$ cat config.mk
export PLATFORM = sky130hd
export DESIGN_NAME = arm_pipelined_elastic_stage
export DESIGN_NICKNAME = d
export VERILOG_FILES = /design/src/rtl/arm_pipe_pkg.sv /design/src/rtl/arm_pipe_slot.sv /design/src/rtl/arm_pipelined_elastic_stage.sv
export SDC_FILE = /design/constraint.sdc
export NUM_CORES = 1
export LEC_CHECK = 0
export CELL_PAD_IN_SITES_DETAIL_PLACEMENT = 0
export CELL_PAD_IN_SITES_GLOBAL_PLACEMENT = 1
export CORE_MARGIN = 4
export CORE_UTILIZATION = 36
export DETAILED_ROUTE_END_ITERATION = 10
export PLACE_DENSITY = 0.73
export SYNTH_ARGS = -nofsm -noshare
export SYNTH_HDL_FRONTEND = slang
export SYNTH_SLANG_ARGS = --single-unit
$ cat constraint.sdc
create_clock -name i_CLK -period 1.5 [get_ports i_CLK]
set_clock_uncertainty 0.05 [all_clocks]
set_input_delay 0.3 -clock i_CLK [delete_from_list [all_inputs] [get_ports i_CLK]]
set_output_delay 0.3 -clock i_CLK [all_outputs]
set_load 0.05 [all_outputs]
$ cat src/rtl/arm_pipe_pkg.sv
// Shared types and helpers for the elastic pipeline stage.
// ARM_PIPE_SLOT_T / ARM_PIPE_OCC_T declare width-dependent slot and occupancy types inside a module.
`ifndef ARM_PIPE_PKG_SV
`define ARM_PIPE_PKG_SV

`define ARM_PIPE_SLOT_T(name, width) typedef struct packed { logic vld; logic [(width)-1:0] data; } name
`define ARM_PIPE_OCC_T(name, depth) typedef logic [arm_pipe_pkg::arm_pipe_occ_w(depth)-1:0] name

package arm_pipe_pkg;

  localparam int ARM_PIPE_MAX_DEPTH = 8;

  // Counter must hold 0..Depth+1 so the skid entry fits.
  function automatic int arm_pipe_occ_w(input int depth);
    return $clog2(depth + 2);
  endfunction

endpackage

`endif

$ cat src/rtl/arm_pipe_slot.sv
// One register slot of the elastic chain: valid flag plus payload, with load enable and flush clear.
// Flush only clears the valid bit; payload is left as it was.
module arm_pipe_slot #(
  parameter int                  BusWidth   = 32,
  parameter logic [BusWidth-1:0] ResetValue = '0
) (
  input  logic                i_CLK,
  input  logic                i_NRESET,
  input  logic                i_LOAD,
  input  logic                i_FLUSH,
  input  logic                i_VLD,
  input  logic [BusWidth-1:0] i_DATA,
  output logic                o_VLD,
  output logic [BusWidth-1:0] o_DATA
);

  logic                r_vld;
  logic [BusWidth-1:0] r_data;

  always_ff @(posedge i_CLK or negedge i_NRESET) begin
    if (!i_NRESET) begin
      r_vld  <= 1'b0;
      r_data <= ResetValue;
    end else if (i_FLUSH) begin
      r_vld  <= 1'b0;
    end else if (i_LOAD) begin
      r_vld  <= i_VLD;
      r_data <= i_DATA;
    end
  end

  assign o_VLD  = r_vld;
  assign o_DATA = r_data;

endmodule

$ cat src/rtl/arm_pipelined_elastic_stage.sv
// Elastic valid/ready register chain with bubble collapsing, flush and occupancy count.
// Define ARM_PIPE_SKID_EN to add a one-entry input skid buffer that registers o_READY.
module arm_pipelined_elastic_stage
  import arm_pipe_pkg::*;
#(
  parameter int                  BusWidth   = 32,
  parameter int                  Depth      = 2,
  parameter logic [BusWidth-1:0] ResetValue = '0
) (
  input  logic                         i_CLK,
  input  logic                         i_NRESET,
  input  logic                         i_VALID,
  output logic                         o_READY,
  input  logic [BusWidth-1:0]          i_DATA,
  output logic                         o_VALID,
  input  logic                         i_READY,
  output logic [BusWidth-1:0]          o_DATA,
  input  logic                         i_FLUSH,
  output logic [$clog2(Depth+2)-1:0]   o_OCCUPANCY
);

  `ARM_PIPE_SLOT_T(slot_t, BusWidth);
  `ARM_PIPE_OCC_T(occ_t, Depth);

  localparam occ_t OccOne = occ_t'(1);

  logic [Depth:0]                w_rdy;
  logic [Depth-1:0]              w_vld;
  logic [Depth-1:0][BusWidth-1:0] w_data;
  slot_t                         w_in;
  logic                          w_accept;
  logic                          w_drain;
  occ_t                          r_occ;

  // An empty slot always loads from upstream, so bubbles collapse toward the output.
  assign w_rdy[Depth] = i_READY;

  for (genvar k = 0; k < Depth; k++) begin : g_slot
    logic                w_ld_vld;
    logic [BusWidth-1:0] w_ld_data;

    assign w_rdy[k] = ~w_vld[k] | w_rdy[k+1];

    if (k == 0) begin : g_head
      assign w_ld_vld  = w_in.vld;
      assign w_ld_data = w_in.data;
    end else begin : g_body
      assign w_ld_vld  = w_vld[k-1];
      assign w_ld_data = w_data[k-1];
    end

    arm_pipe_slot #(
      .BusWidth   (BusWidth),
      .ResetValue (ResetValue)
    ) u_slot (
      .i_CLK    (i_CLK),
      .i_NRESET (i_NRESET),
      .i_LOAD   (w_rdy[k]),
      .i_FLUSH  (i_FLUSH),
      .i_VLD    (w_ld_vld),
      .i_DATA   (w_ld_data),
      .o_VLD    (w_vld[k]),
      .o_DATA   (w_data[k])
    );
  end

`ifdef ARM_PIPE_SKID_EN
  slot_t r_skid;
  logic  r_ready;
  logic  w_skid_vld_d;

  // o_READY comes from a flop, so i_READY never reaches it combinationally.
  assign o_READY  = r_ready & ~i_FLUSH;
  assign w_accept = i_VALID & o_READY;
  assign w_in     = {r_skid.vld | w_accept, r_skid.vld ? r_skid.data : i_DATA};

  always_comb begin
    w_skid_vld_d = r_skid.vld;
    if (i_FLUSH) begin
      w_skid_vld_d = 1'b0;
    end else if (r_skid.vld) begin
      w_skid_vld_d = ~w_rdy[0];
    end else begin
      w_skid_vld_d = w_accept & ~w_rdy[0];
    end
  end

  always_ff @(posedge i_CLK or negedge i_NRESET) begin
    if (!i_NRESET) begin
      r_skid.vld  <= 1'b0;
      r_skid.data <= ResetValue;
      r_ready     <= 1'b1;
    end else begin
      r_skid.vld <= w_skid_vld_d;
      r_ready    <= ~w_skid_vld_d;
      if (w_accept && !w_rdy[0]) begin
        r_skid.data <= i_DATA;
      end
    end
  end
`else
  assign o_READY  = w_rdy[0] & ~i_FLUSH;
  assign w_accept = i_VALID & o_READY;
  assign w_in     = {w_accept, i_DATA};
`endif

  assign o_VALID = w_vld[Depth-1] & ~i_FLUSH;
  assign o_DATA  = w_data[Depth-1];
  assign w_drain = o_VALID & i_READY;

  always_ff @(posedge i_CLK or negedge i_NRESET) begin
    if (!i_NRESET) begin
      r_occ <= '0;
    end else if (i_FLUSH) begin
      r_occ <= '0;
    end else begin
      case ({w_accept, w_drain})
        2'b10:   r_occ <= r_occ + OccOne;
        2'b01:   r_occ <= r_occ - OccOne;
        default: r_occ <= r_occ;
      endcase
    end
  end

  assign o_OCCUPANCY = r_occ;

endmodule

Word level (Yosys, flattened, before mapping)
Cells that the tools add are included.
Storage, ports and cells
  bits in registers: 68
  bits in latches: 0
  bits in writable memories: 0
  ROM bits: 0
  output and inout bits: 36
  memories kept: 0
Operators by class
  add/sub/neg operators: 2
  multipliers: 0
  divide/modulo/power cells: 0
  magnitude comparators: 0
  equality and inequality tests: 2
  shift-type cells: 0
  mux-type cells: 6
  bitwise operators: 9
  reductions and logical operators: 5
Operators with widths (count)
  1-bit bitwise AND: 4
  1-bit 2-to-1 mux: 4
  2-bit case mux with 2 select lines: 1
  2-bit AND reduction: 2
  2-bit nonzero test: 2
  1-bit NOT: 3
  3-bit nonzero test: 1
  2-bit by 1-bit adder with 2-bit output, second input constant: 1
  2-bit by 1-bit equality test with 1-bit output, second input constant: 1
  2-bit equality test, second input constant: 1
  2-bit 2-to-1 mux: 1
  1-bit bitwise OR: 2
  2-bit by 1-bit subtractor with 2-bit output, second input constant: 1

Logic depth before layout (Yosys ltp)
  depth after elaboration: 8
  gate-level depth with buffers: 4
  mapped depth without buffers: 3

Cells and area by module
Synthesis repeated with hierarchy kept, for this count alone.
Unflattened totals
  cell total of the unflattened synthesis: 165
  area, all modules: 2965.3 um2
Modules (own cells, without submodules)
  arm_pipe_slot: instances 2, cells an instance 72, area each 1397.6 um2, sequential area each 825.8 um2
  arm_pipelined_elastic_stage: instances 1, cells an instance 21, area each 170.2 um2, sequential area each 50.0 um2

Worst setup path before layout
Ideal clock, no wire load.
  path type: input-to-reg
  start point: input port i_FLUSH
  end point: register r_occ (netlist bit o_OCCUPANCY[0])
  setup time: 66 ps
  arrival time: 1567 ps
  data required time: 1384 ps
  setup slack: -183 ps
  stages: 4
  cells stage by stage: buf_6 nor2b_1 and4b_1 a211o_1
Between the ends
  cells in the longest elaborated chain, start to end: 6
  elaborated cells between the ends (all ways): 10
RTL lines
  from (decl): line arm_pipelined_elastic_stage.sv:18  | input logic i_FLUSH,
  1-bit NOT (no line) (*)
  1-bit bitwise AND (*): line arm_pipelined_elastic_stage.sv:107  | assign o_VALID = w_vld[Depth-1] & ~i_FLUSH;
  via o_VALID: line arm_pipelined_elastic_stage.sv:15  | output logic o_VALID,
  1-bit bitwise AND (*): line arm_pipelined_elastic_stage.sv:109  | assign w_drain = o_VALID & i_READY;
  2-bit by 1-bit equality test with 1-bit output or 2-bit equality test (tied branches): line arm_pipelined_elastic_stage.sv:117  | case ({w_accept, w_drain})
  2-bit case mux with 2 select lines: line arm_pipelined_elastic_stage.sv:117
  2-bit 2-to-1 mux: line arm_pipelined_elastic_stage.sv:114  | end else if (i_FLUSH) begin
  to (signal assigned): line arm_pipelined_elastic_stage.sv:118  | 2'b10: r_occ <= r_occ + OccOne;
  to (signal assigned): line arm_pipelined_elastic_stage.sv:119  | 2'b01: r_occ <= r_occ - OccOne;
  to (signal assigned): line arm_pipelined_elastic_stage.sv:120  | default: r_occ <= r_occ;
  to (decl): line arm_pipelined_elastic_stage.sv:33  | occ_t r_occ;
The timed path passes the listed nets; every way through them passes the cells marked *.
A chain may end at the register's enable or synchronous reset.

Final worst setup path
  start point: register g_slot[1].u_slot.r_vld
  end point: output port o_READY
Between the ends
  cells in the longest elaborated chain, start to end: 4
RTL lines
  from (decl): line arm_pipe_slot.sv:17  | logic r_vld;
  from (signal assigned): line arm_pipe_slot.sv:27  | r_vld <= i_VLD;
  1-bit NOT: line arm_pipelined_elastic_stage.sv:42  | assign w_rdy[k] = ~w_vld[k] | w_rdy[k+1];
  1-bit bitwise OR (2 in a row): line arm_pipelined_elastic_stage.sv:42
  1-bit bitwise AND: line arm_pipelined_elastic_stage.sv:102  | assign o_READY = w_rdy[0] & ~i_FLUSH;
  to (decl): line arm_pipelined_elastic_stage.sv:13  | output logic o_READY,
Every way passes these cells.

==> run metrics <==
Area Overhead vs Synth=60.4%; CTS Buf Count=9; layout cells sized above 1=a little over half; Synth Register Bits=68; die height=96.0 um; Via density=4.58; final period demand of the worst path=~1600 ps; most common cell after layout, fill and taps aside=dfrtp_1; critical path's largest stage delay=400 ps; Slowest-stage cell, CP=dfrtp_1; Placeable Area=7410 um2; sequential fraction of the synthesis area=61.0%; Sink Count=68; Initial Utilization=about 38%; period utilization=109%; Routed wire per std cell=between 15 and 20 um; drt first-iter violations=43; P_leak=approximately 0.0021 uW; ANT cells=0; Finished Layout Cells=approximately 360; Slew Limit Fails=0; Hold Crit Class=in -> reg; post-DP HPWL=between 3000 and 4000 um; Reg clk slew, reported paths=approximately 70 ps; fmax=roughly 0.6 GHz; Vias=roughly 1700; Cells after DPL=around 340; Worst setup EP type=output pin; total of max-cap violations=0; Root Driver=clkbuf_8; DIE WIDTH=a little under 100 um; DRT Pass-1 Iters=6; PortBufs=72; CTS tree=done; Ports=73; CP required=~1200 ps; drt total wl=6000 um; Most common cell on crit path=buf_12; initial antenna violation count=0; clk buf depth=2; DRT antenna net count=0; die area=roughly 9200 um2; largest net degree at the start of global routing=69; Yosys cell types=22; Mapped Cells=between 150 and 200; post-route setup slack=-138 ps; final hold vios=0; Overflow after GRT=0; outcome=finished with violations; Worst Path Arrival=1290 ps; post-synthesis cell area=around 2800 um2; WS Path Type=reg -> out; Final nets=around 290; fillers=~570; RSZ-0062 raised after global routing=true; CP Max Fanout=3; Worst Path Buf+Inv=2; CP delay by family, top=flip-flops; highest-count cells in the layout ignoring fill and taps=dfrtp_1 (68), mux2_4 (52), buf_12 (40), clkdlybuf4s50_1 (33), buf_4 (11); Setup WS pre-CTS=-413 ps; crit start category=flop; # setup viols final=62; overall power=a little under 6000 uW; failing checks=setup timing; pwr dens=1310 nW/um2; critical-path cell list=and3b_4, nor2_8, buf_12, buf_12; YS warnings=0; Rows=31; Worst Max-Slew Pin Slew=between 300 and 400 ps; VDD IR-drop max=0.000668 V; sum of negative setup slack=-4100 ps; H-tree depth=3; first-pass GRT wire length=slightly below 9000 um; syn_nets=197; vias in the first global route=1758; All-Layer GR Usage=between 10 and 15%; Post-route DRC=0; relative slew slack=approximately three quarters; Worst-Skew Late Latency=between 300 and 400 ps; Placer Congestion=between 0.7 and 0.8; Syn Area/Cell=between 15 and 20 um2
[cell usage after synthesis]
| master | number | area [um2] |
|---|---|---|
| buf_4 | 3 | 22.5 |
| mux2_2 | 24 | 270 |
| nor2b_2 | 2 | 17.5 |
| xnor2_1 | 1 | 8.76 |
| buf_12 | 3 | 60.1 |
| and3b_1 | 1 | 8.76 |
| and4b_1 | 1 | 10.0 |
| nand2b_1 | 1 | 6.26 |
| nor2_1 | 4 | 15.0 |
| mux2_4 | 29 | 435 |
| mux2_1 | 11 | 124 |
| o21ai_0 | 1 | 5.00 |
| a211o_1 | 2 | 17.5 |
| nor2_8 | 1 | 20.0 |
| nor2_2 | 1 | 6.26 |
| and4_1 | 1 | 8.76 |
| and3b_4 | 1 | 12.5 |
| dfrtp_1 | 68 | 1700 |
| a221oi_1 | 1 | 8.76 |
| buf_6 | 1 | 11.3 |
| nor2b_1 | 1 | 6.26 |
| nor4_1 | 2 | 12.5 |
[path summary, 6_finish.rpt]
| path | from | to | slack, ps | cells past startpoint |
|---|---|---|---|---|
| worst max-delay path | g_slot[1].u_slot.o_VLD$_DFFE_PN0P_ | o_READY | -140 | 4 |
| worst min-delay path | i_FLUSH | g_slot[0].u_slot.o_VLD$_DFFE_PN0P_ | 360 | 3 |
| worst max register to register | g_slot[1].u_slot.o_VLD$_DFFE_PN0P_ | g_slot[1].u_slot.o_DATA[23]$_DFFE_PN0P_ | -110 | 5 |
| worst min register to register | g_slot[0].u_slot.o_DATA[24]$_DFFE_PN0N_ | g_slot[1].u_slot.o_DATA[24]$_DFFE_PN0P_ | 440 | 1 |
| max in group asynchronous | i_NRESET | g_slot[1].u_slot.o_DATA[30]$_DFFE_PN0P_ | 650 | 3 |
| min in group asynchronous | i_NRESET | g_slot[1].u_slot.o_DATA[7]$_DFFE_PN0P_ | 460 | 3 |
[timing repair]
action                                 CTS  global route
endpoints found under the hold margin   68             0
setup buffers                            5             1
hold buffers                             1             0
gates cloned                             0             3
pin swaps                                1             1
gates resized for setup                  4            26
setup endpoints to repair                4            63
[report_power, final]
| part | switching [uW] | total (uW) | internal, uW | leakage (uW) |
|---|---|---|---|---|
| logic | 858 | 1940 | 1080 | 0.00117 |
| clock network | 688 | 1620 | 930 | 0.000109 |
| registers | 235 | 2320 | 2080 | 0.000801 |
[final cells by class]
type                            count  area [um2]  area share [%]
Clock inverter                      7        91.3            2.04
Multi-Input combinational cell     85        1090            24.4
Sequential cell                    68        1700            38.0
Timing Repair Buffer               93        1340            30.0
Clock buffer                        9         124            2.77
Tap cell                           99         124            2.77
[logic make-up after synthesis]
family	after synthesis	synth area share (%)
muxes	64	29.7
buffers and inverters	7	3.36
AOI/OAI and AO/OA	4	1.12
and+or+nand+nor	16	4.44
xor gates and xnor gates	1	0.314
DFF	68	61.0
[through the flow]
stage / hold WS (ps) / instance area, um2 / utilization, %
floorplan: -45.6 / 2790 / -
global placement: 295 / 4040 / 54.5
detailed placement: 294 / 4040 / 54.5
CTS: 442 / 4300 / 58.1
global route: 371 / 4470 / 60.4
finish: 363 / 4470 / 60.4
[layer usage]
layer / GRT usage [%] / share of wire, %
met1: 16.2 / 44
met2: 19.5 / 47
met3: 5.32 / 8.0
met4: 4.62 / 0.85
met5: 0 / 0
[state kept, by name, indices dropped and copies added (netlist names)]
name and count:
g_slot.u_slot.o_VLD 2, g_slot.u_slot.o_DATA 64, o_OCCUPANCY 2
[worst register-to-register path: stages (launching register included)]
cell,delay (ps)
dfrtp_1,400
buf_4,150
nor2b_4,130
nor2_4,210
clkbuf_16,220
mux2_2,330
Power figures use the tool's default switching activity.
